--- config.mk ---
export PLATFORM = sky130hd
export DESIGN_NAME = demux_rr_arbiter_flat
export DESIGN_NICKNAME = d
export VERILOG_FILES = /design/src/rtl/demux_rr_arbiter_if.sv /design/src/rtl/demux_rr_arbiter.sv /design/src/flat_wrapper.sv
export SDC_FILE = /design/constraint.sdc
export NUM_CORES = 1
export LEC_CHECK = 0
export CAP_MARGIN = 20
export CORE_MARGIN = 4
export CORE_UTILIZATION = 55
export DETAILED_ROUTE_END_ITERATION = 6
export PLACE_DENSITY_LB_ADDON = 0.3
export RECOVER_POWER = 25
export SYNTH_ARGS = -nofsm -noshare
export SYNTH_HDL_FRONTEND = slang
export SYNTH_SLANG_ARGS = --single-unit
--- constraint.sdc ---
create_clock -name clk -period 5.41 [get_ports clk]
set_clock_uncertainty 0.1 [all_clocks]
set_input_delay 1.082 -clock clk [delete_from_list [all_inputs] [get_ports clk]]
set_output_delay 1.082 -clock clk [all_outputs]
set_load 0.005 [all_outputs]
--- src/rtl/demux_rr_arbiter_if.sv ---
// Request/grant bundle between the requesters, the arbiter and the 1-to-4 demux.
interface demux_rr_arbiter_if;
    logic [3:0] req;
    logic [1:0] sel;
    logic       data;
    logic [3:0] grant;
    logic       busy;

    // Requester side: drives requests, observes the arbiter outputs
    modport master (
        output req,
        input  sel,
        input  data,
        input  grant,
        input  busy
    );

    // Arbiter side
    modport slave (
        input  req,
        output sel,
        output data,
        output grant,
        output busy
    );
endinterface

--- src/rtl/demux_rr_arbiter.sv ---
// Round-robin sequencer that shares one 1-to-4 demux between four requesters.
// It keeps each grant for a bounded dwell and inserts break-before-make dead
// time between owners.
module demux_rr_arbiter #(
    parameter int unsigned HOLD_CYCLES = 4,
    parameter int unsigned GAP_CYCLES  = 1
) (
    input  logic                  clk,
    input  logic                  reset,
    demux_rr_arbiter_if.slave     bus
);

    localparam int unsigned MAX_CNT = (HOLD_CYCLES > GAP_CYCLES) ? HOLD_CYCLES : GAP_CYCLES;
    localparam int unsigned CNT_W   = $clog2(MAX_CNT + 1);

    typedef enum logic [1:0] {
        ST_IDLE  = 2'd0,
        ST_GRANT = 2'd1,
        ST_GAP   = 2'd2
    } state_t;

    state_t             r_state, w_state_n;
    logic [1:0]         r_sel,   w_sel_n;
    logic               r_data,  w_data_n;
    logic [3:0]         r_grant, w_grant_n;
    logic               r_busy,  w_busy_n;
    logic [CNT_W-1:0]   r_dwell, w_dwell_n;
    logic [CNT_W-1:0]   r_gap,   w_gap_n;
    logic [1:0]         r_last,  w_last_n;

    logic               w_found;
    logic [1:0]         w_win;

    // Rotating-priority scan: last+1, last+2, last+3, then last itself
    always_comb begin
        w_found = 1'b0;
        w_win   = r_last;
        for (int k = 1; k <= 4; k++) begin
            if (!w_found && bus.req[2'(r_last + 2'(k))]) begin
                w_found = 1'b1;
                w_win   = 2'(r_last + 2'(k));
            end
        end
    end

    // Next-state and next-output logic
    always_comb begin
        w_state_n = r_state;
        w_sel_n   = r_sel;
        w_data_n  = r_data;
        w_grant_n = r_grant;
        w_dwell_n = r_dwell;
        w_gap_n   = r_gap;
        w_last_n  = r_last;

        case (r_state)
            ST_IDLE: begin
                if (w_found) begin
                    w_state_n = ST_GRANT;
                    w_sel_n   = w_win;
                    w_data_n  = 1'b1;
                    w_grant_n = 4'(4'b0001 << w_win);
                    w_last_n  = w_win;
                    w_dwell_n = CNT_W'(1);
                end
            end
            ST_GRANT: begin
                if (!bus.req[r_sel] || (r_dwell == CNT_W'(HOLD_CYCLES))) begin
                    w_state_n = ST_GAP;
                    w_data_n  = 1'b0;
                    w_grant_n = 4'b0000;
                    w_dwell_n = '0;
                    w_gap_n   = CNT_W'(1);
                end else begin
                    w_dwell_n = r_dwell + CNT_W'(1);
                end
            end
            ST_GAP: begin
                if (r_gap == CNT_W'(GAP_CYCLES)) begin
                    w_state_n = ST_IDLE;
                    w_gap_n   = '0;
                end else begin
                    w_gap_n   = r_gap + CNT_W'(1);
                end
            end
            default: begin
                w_state_n = ST_IDLE;
                w_data_n  = 1'b0;
                w_grant_n = 4'b0000;
                w_dwell_n = '0;
                w_gap_n   = '0;
            end
        endcase

        w_busy_n = (w_state_n != ST_IDLE);
    end

    // State and output registers; pointer resets to 3 so channel 0 wins first
    always_ff @(posedge clk or posedge reset) begin
        if (reset) begin
            r_state <= ST_IDLE;
            r_sel   <= 2'd0;
            r_data  <= 1'b0;
            r_grant <= 4'b0000;
            r_busy  <= 1'b0;
            r_dwell <= '0;
            r_gap   <= '0;
            r_last  <= 2'd3;
        end else begin
            r_state <= w_state_n;
            r_sel   <= w_sel_n;
            r_data  <= w_data_n;
            r_grant <= w_grant_n;
            r_busy  <= w_busy_n;
            r_dwell <= w_dwell_n;
            r_gap   <= w_gap_n;
            r_last  <= w_last_n;
        end
    end

    assign bus.sel   = r_sel;
    assign bus.data  = r_data;
    assign bus.grant = r_grant;
    assign bus.busy  = r_busy;

endmodule

--- src/flat_wrapper.sv ---
// flat-port wrapper written by rule: the top's interface ports become plain ports
module demux_rr_arbiter_flat 
#(
    parameter int unsigned HOLD_CYCLES = 4,
    parameter int unsigned GAP_CYCLES  = 1
)
  (clk, reset, bus_req, bus_sel, bus_data, bus_grant, bus_busy);
  demux_rr_arbiter_if bus_i ();
  input  logic clk;
  input  logic reset;
  input wire logic [$bits(bus_i.req)-1:0] bus_req;
  output wire logic [$bits(bus_i.sel)-1:0] bus_sel;
  output wire logic [$bits(bus_i.data)-1:0] bus_data;
  output wire logic [$bits(bus_i.grant)-1:0] bus_grant;
  output wire logic [$bits(bus_i.busy)-1:0] bus_busy;
  assign bus_i.req = bus_req;
  assign bus_sel = bus_i.sel;
  assign bus_data = bus_i.data;
  assign bus_grant = bus_i.grant;
  assign bus_busy = bus_i.busy;
  demux_rr_arbiter #(.HOLD_CYCLES(HOLD_CYCLES), .GAP_CYCLES(GAP_CYCLES)) u_core (.clk(clk), .reset(reset), .bus(bus_i));
endmodule
==> reports/results.ini, run 1 <==
[setup_path]
crit_family=multiplexers
cp_data_required_time_ns=5.49
crit_fanout=9
worstSetupStartpointType=primary input
cp-end-kind=register
cp.arrival_ns=2.92
path_class=in2reg
critical_path_buf_inv_count=1
cp_cell_sequence=clkdlybuf4s50_1 > mux4_2 > a221o_1 > mux2_4
slowest_delay_ns=0.56
slowest_stage=mux4_2

[cells_and_area]
layout-drive-gt1-share=0.105
num_antenna_cells=0
final_nets=127
final_common_cell=dfrtp_1
mostFrequentLayoutCells=dfrtp_1, clkdlybuf4s50_1, nand2_1
final_cells=139
fill_cells=135
seqCellArea_sq_um=453
multiInputGateArea_sq_um=520
stdcell_area_sq_mm=0.00120
area_growth_syn_to_layout_pct=17.6

[timing]
slew_viol_final=0
final-setup-viol-count=0
fin_crit_sh=0.525
setup_total_negative_slack_ns=0
finalHoldViolations=0
tightest_slew_ns=0.640
rsz0062_at_grt=false
holdWs_ns=0.386
maxSlewHeadroom=0.573
period_minus_slack_ns=2.84
max_freq_mhz=352

[pwr]
ir_drop_mv=0.305
p_per_area_mw_per_mm2=515
leakage_nw=0.524

[detailed_routing]
wl_per_cell_um=13.9
ant_nets=0
drt_iter0_drc=20
vias_per_cell=5.96
first_pass_iters=4
drc=0
num_vias=828
routed_wl_um=1940

[die]
pin_count=14
floorplan.rows=15
die_x_um=51.0
die_area_sq_mm=0.00260
floorplan.initialDensity=0.584
coreArea_sq_mm=0.00175
fp.dieH_um=51.0

[synth]
syn_nets=112
synth_seq_area_share=0.445
ys_seq_elements=18
syn_area_sq_mm=0.00102
netlist_instances=100
synth_edf_count=0
synth.distinct_cells=41
synth_ff_type=dfrtp_1
yosys.area.top_type_share=0.393
yosysWarnings=0
postSynthAreaPerCell_sq_um=10.2
ys_async_sr_fraction=1.00
yosys-top-cells-area=dfrtp_1, ha_1, dfstp_2
synth_top_area_cell=dfrtp_1

[clock_tree]
cts_max_path_buffers=2
post-cts-setup-buffers=0
cts_hold_buf=0
cts_made_buffers=3
cts_tree=done
clock_sinks=18
root_buffer=clkbuf_4
clkSlewWorstSetupHoldPaths_ns=0.11
htreeDepth=1
cts-resized-gates=0
clk_latency_ns=0.29

[place]
dp_hpwl_um=1480
numPortBuffers=13
placed_area_sq_mm=0.00116
gp_congestion=0.807
dp.cells=135

[run]
drv_cap=0

[status]
outcome=finished clean

[grt]
grt_max_degree=19
grt_pass1_vias=793
antenna_found_initial=0
overflow=0
grt_pass1_wl_um=3520
grtUsageTotal=0.178

[min_path]
worstHoldPathType=reg2reg

## synth_stat cells, types with 3 or more instances
cell type	n
dfrtp_1	16
nand2_1	11
inv_1	7
ha_1	6
a21oi_1	5
o31ai_1	5
o21ai_0	4
a21o_1	3
nand2b_1	3
nor2_1	3
## cells by family (layout without fill, tap and decap cells)
family	count (synthesis)	count (layout)	share of synthesized area
adders and majority gates	6	6	0.0737
AOI/OAI and AO/OA	28	28	0.194
buffers and inverters	10	24	0.0442
DFF	18	18	0.445
muxes	5	5	0.0688
and+or+nand+nor	33	33	0.174
## stage by stage
step	setup WS, ns	total power, mW	util
floorplan	2.85	0.443	-
global placement	2.31	0.519	0.665
detailed placement	2.28	0.534	0.665
CTS	2.59	0.617	0.686
global route	2.50	0.667	0.686
finish	2.57	0.617	0.686
## cell type report
cell class                      count  share of cell area
Clock buffer                        4              0.0303
Inverter                            7              0.0219
Multi-Input combinational cell     72               0.435
Sequential cell                    18               0.378
Tap cell                           25              0.0261
Timing Repair Buffer               13               0.109
## power breakdown
group / total [mW] / leakage (nW) / internal, mW / switching (mW)
combinational: 0.307 / 0.275 / 0.153 / 0.154
clock: 0.0825 / 0.0210 / 0.0410 / 0.0416
sequential: 0.228 / 0.228 / 0.187 / 0.0406
total: 0.617 / 0.524 / 0.381 / 0.236
## path summary, 6_finish.rpt
kind                                     start  slack, ns                  end  cells after the start
min                        u_core.bus.grant[3]       0.39  u_core.bus.grant[3]                      2
max                                 bus_req[3]       2.57      u_core.bus.data                      4
min in group asynchronous                reset       1.20  u_core.bus.grant[3]                      2
max reg2reg                  u_core.r_state[1]       3.35      u_core.bus.data                      5
min reg2reg                u_core.bus.grant[3]       0.39  u_core.bus.grant[3]                      2
max in group asynchronous                reset       3.59    u_core.r_state[1]                      2
## layer usage
layer  up-vias  track usage  part of all wire
met5         -            0                 0
li1        395            -                 -
met1       402        0.221              0.44
met4         0       0.0807             0.012
met3         4       0.0408             0.042
met2        27        0.294              0.50
## worst min-delay path, delay by kind of cell (launching register included)
| kind | cells | cell delay (ns) |
|---|---|---|
| flops | 1 | 0.36 |
| simple gates | 1 | 0.05 |
| compound gates | 1 | 0.05 |
## state kept, by name, indices dropped and copies added, names as in the netlist
| register | cells |
|---|---|
| u_core.bus.grant | 4 |
| u_core.r_dwell | 3 |
| u_core.r_gap | 3 |
| u_core.bus.sel | 2 |
| u_core.r_last | 2 |
| u_core.r_state | 2 |
| u_core.bus.busy | 1 |
| u_core.bus.data | 1 |
Power figures use the tool's default switching activity.
==> run 2, diff against run 1 <==
CORE_UTILIZATION = 53   (was 55)
clock period = 2.7 ns   (was 5.41 ns; I/O delays follow)
==> reports/results.ini, run 2 (synthesized netlist as in run 1, its figures left out) <==
[detailed_routing]
wl_per_cell_um=14.2
routed_wl_um=2010
first_pass_iters=4
highest_layer=met4
met3_length_um=80
num_vias=796
drc=0
vias_per_cell=5.65
drt_iter0_drc=26
wl_met2_um=970
drt-met1-wl_um=931
ant_nets=0

[clock_tree]
htreeDepth=1
cts_made_buffers=3
root_buffer=clkbuf_4
clkSlewWorstSetupHoldPaths_ns=0.11
cts_hold_buf=0
cts_tree=done
clock_sinks=18
cts_max_path_buffers=2
clk_latency_ns=0.30
post-cts-setup-buffers=0
cts-resized-gates=0

[place]
dp.cells=137
numPortBuffers=13
dp_hpwl_um=1510
place_worst_setup_slack_ns=0.134
gp_congestion=0.817

[status]
outcome=finished clean

[cells_and_area]
final_nets=129
final_util=0.687
final_cells=141
area_growth_syn_to_layout_pct=19.0
layout-drive-gt1-share=0.121
mostFrequentLayoutCells=dfrtp_1, clkdlybuf4s50_1, nand2_1
largest_register_ffs=4
num_antenna_cells=0
final_common_cell=dfrtp_1

[pwr]
ir_drop_mv=0.725
p_per_area_mw_per_mm2=1020
leakage_nw=0.534

[run]
drv_cap=0

[grt]
grt_pass1_wl_um=3550
grt_pass1_vias=817
grtUsageTotal=0.175
antenna_found_initial=0
overflow=0
grt_max_degree=19

[setup_path]
reg2reg_depth=3
cp.arrival_ns=2.36
cp-end-kind=register
rr_endpoint=u_core.bus.data
r2r-start=u_core.bus.sel[0]
worstSetupStartpointType=primary input
cp_data_required_time_ns=2.79
r2r_setup_slack_ns=0.71
path_class=in2reg
crit_fanout=9

[die]
die_area_sq_mm=0.00269
floorplan.rows=15
pin_count=14
coreArea_sq_mm=0.00176
floorplan.initialDensity=0.577
fp.dieH_um=51.8
die_x_um=51.8

[timing]
setup_slack_ns=0.429
finalHoldViolations=0
final-setup-viol-count=0
rsz0062_at_grt=false
max_freq_mhz=440
tightest_slew_ns=0.650
maxSlewHeadroom=0.566
fin_crit_sh=0.841
holdWs_ns=0.385
period_minus_slack_ns=2.27
slew_viol_final=0
setup_total_negative_slack_ns=0

[min_path]
hold_end=u_core.bus.grant[0]
min_from=u_core.bus.grant[0]
hold_depth=2
worstHoldPathType=reg2reg

## run 2: per-stage QoR
| step | cell area [sq um] | power [mW] |
|---|---|---|
| 2_1_floorplan | 1020 | 0.888 |
| 3_3_place_gp | 1180 | 1.04 |
| 3_5_place_dp | 1180 | 1.07 |
| 4_1_cts | 1210 | 1.25 |
| 5_1_grt | 1210 | 1.34 |
| 6_report | 1210 | 1.24 |
## run 2: critical path, stage by stage
cell and delay [ns]:
clkdlybuf4s50_1 0.47, mux4_2 0.55, a221o_1 0.46, mux2_4 0.33
## run 2: worst max-delay path by stage
stage,from,end,slack (ns),cells after the start
detailed placement,bus_req[1],u_core.bus.data,0.13,4
global placement,bus_req[2],u_core.bus.data,0.17,4
floorplan,bus_req[3],u_core.bus.data,0.68,4
global route,bus_req[2],u_core.bus.data,0.37,4
finish,bus_req[2],u_core.bus.data,0.43,4
CTS,bus_req[2],u_core.bus.data,0.45,4
## run 2: report_power, final
group	internal (mW)	switching, mW
Sequential	0.375	0.0807
Clock	0.0823	0.0884
Combinational	0.307	0.304
## run 2: cell type report
cell class / instances / area (sq um)
sequential: 18 / 453
clock buffer: 4 / 36.3
inverter: 7 / 26.3
timing repair buffer: 15 / 145
tap: 25 / 31.3
multi-input combinational: 72 / 520
fill: 150 / 552
## run 2: layer usage
metal,up-vias,global-route usage
met2,14,0.303
li1,401,-
met1,379,0.220
met3,2,0.0287
met4,0,0.0568
met5,-,0
==> run 3, diff against run 2 <==
clock period = 2.2 ns   (was 2.7 ns; I/O delays follow)
==> reports/results.ini, run 3 (synthesized netlist as in run 1, its figures left out) <==
[clock_tree]
root_buffer=clkbuf_4
clk_latency_ns=0.30
cts_max_path_buffers=2
htreeDepth=1
cts_hold_buf=0
cts-resized-gates=0
cts_made_buffers=3
clock_sinks=18
cts_tree=done
clkSlewWorstSetupHoldPaths_ns=0.10
post-cts-setup-buffers=0

[setup_path]
slowest_delay_ns=0.48
cp_data_required_time_ns=2.30
worstSetupStartpointType=primary input
cp.arrival_ns=2.10
rr_endpoint=u_core.bus.data
r2r-start=u_core.r_state[1]
cp-end-kind=register
r2r_setup_slack_ns=0.21
slowest_stage=mux4_2
crit_fanout=7
cp_cell_sequence=clkdlybuf4s50_1 > mux4_2 > a221o_1 > mux2_4
reg2reg_depth=5
path_class=in2reg

[timing]
max_freq_mhz=499
maxSlewHeadroom=0.538
final-setup-viol-count=0
period_minus_slack_ns=2.00
tightest_slew_ns=0.692
fin_crit_sh=0.910
rsz0062_at_grt=false
finalHoldViolations=0
holdWs_ns=0.394
slew_viol_final=0

[die]
floorplan.rows=15
fp.dieH_um=51.8
die_area_sq_mm=0.00269
die_x_um=51.8
pin_count=14
coreArea_sq_mm=0.00176
floorplan.initialDensity=0.577

[cells_and_area]
final_common_cell=dfrtp_1
final_nets=136
fill_cells=145
largest_register_ffs=4
area_growth_syn_to_layout_pct=24.2
seqCellArea_sq_um=453
final_util=0.717
num_antenna_cells=0
multiInputGateArea_sq_um=520
layout-drive-gt1-share=0.171
mostFrequentLayoutCells=dfrtp_1, clkdlybuf4s50_1, nand2_1

[detailed_routing]
wl_per_cell_um=14.3
drc=0
ant_nets=0
first_pass_iters=4
num_vias=828
routed_wl_um=2120
drt_iter0_drc=37
vias_per_cell=5.59

[place]
gp_congestion=0.800
dp_hpwl_um=1640
numPortBuffers=13

[grt]
use_met1=0.228
grt_pass1_wl_um=3800
antenna_found_initial=0
grt_max_degree=19
grt-busiest-layer=met2
use_met2=0.328
grt_pass1_vias=846
overflow=0
gr-usage-met3=0.0372
grtUsageTotal=0.191

[pwr]
p_per_area_mw_per_mm2=1260
ir_drop_mv=0.956
leakage_nw=0.568

[min_path]
hold_end=u_core.bus.grant[0]
worstHoldPathType=reg2reg
hold_depth=2
min_from=u_core.bus.grant[0]

[run]
drv_cap=0

[status]
outcome=finished clean

==> run 3: cell count changes in the layout (fill, tap and decap cells not counted), sizes merged <==
| cell | previous run | this run |
|---|---|---|
| buf | 2 | 9 |
==> run 3: power by group <==
group	internal (mW)	total, mW	switching [mW]	leakage, nW
registers	0.460	0.562	0.102	0.228
clock network	0.101	0.209	0.108	0.0210
logic	0.430	0.818	0.388	0.319
total	0.991	1.59	0.598	0.568
==> run 3: worst max-delay path: cells and delay by family <==
kind	cells	cell delay, ns
muxes	2	0.81
AOI/OAI and AO/OA	1	0.43
buffers and inverters	1	0.42
==> run 3: routing by layer <==
metal / wire length (um) / share of wire
met1: 957 / 0.45
met2: 1050 / 0.49
met3: 93 / 0.044
met4: 25 / 0.012
met5: 0 / 0
==> run 3: worst max path at each step <==
stage,startpoint,endpoint,slack (ns),cells past startpoint
finish,bus_req[2],u_core.bus.data,0.20,4
global route,bus_req[0],u_core.bus.busy,0.05,7
CTS,bus_req[2],u_core.bus.data,0.20,4
detailed placement,bus_req[2],u_core.bus.data,-0.13,4
global placement,bus_req[3],u_core.bus.data,-0.1,4
floorplan,bus_req[3],u_core.bus.data,0.28,4
==> run 3: through the flow <==
step           std cells  total power, mW  worst slack (ns)  area (sq um)  setup TNS (ns)
2_1_floorplan        100             1.09             0.278          1020               0
3_3_place_gp         144             1.35           -0.0952          1230          -0.433
3_5_place_dp         144             1.39            -0.131          1230          -0.840
4_1_cts              148             1.60             0.202          1260               0
5_1_grt              148             1.72            0.0479          1260               0
6_report             148             1.59             0.198          1260               0
==> run 3: layout make-up <==
cell class              instances  share of cell area
well taps                      25              0.0247
inverters                       7              0.0208
clock buffers                   4              0.0287
repair buffers                 22               0.156
multi-input cells              72               0.411
flip-flops and latches         18               0.358
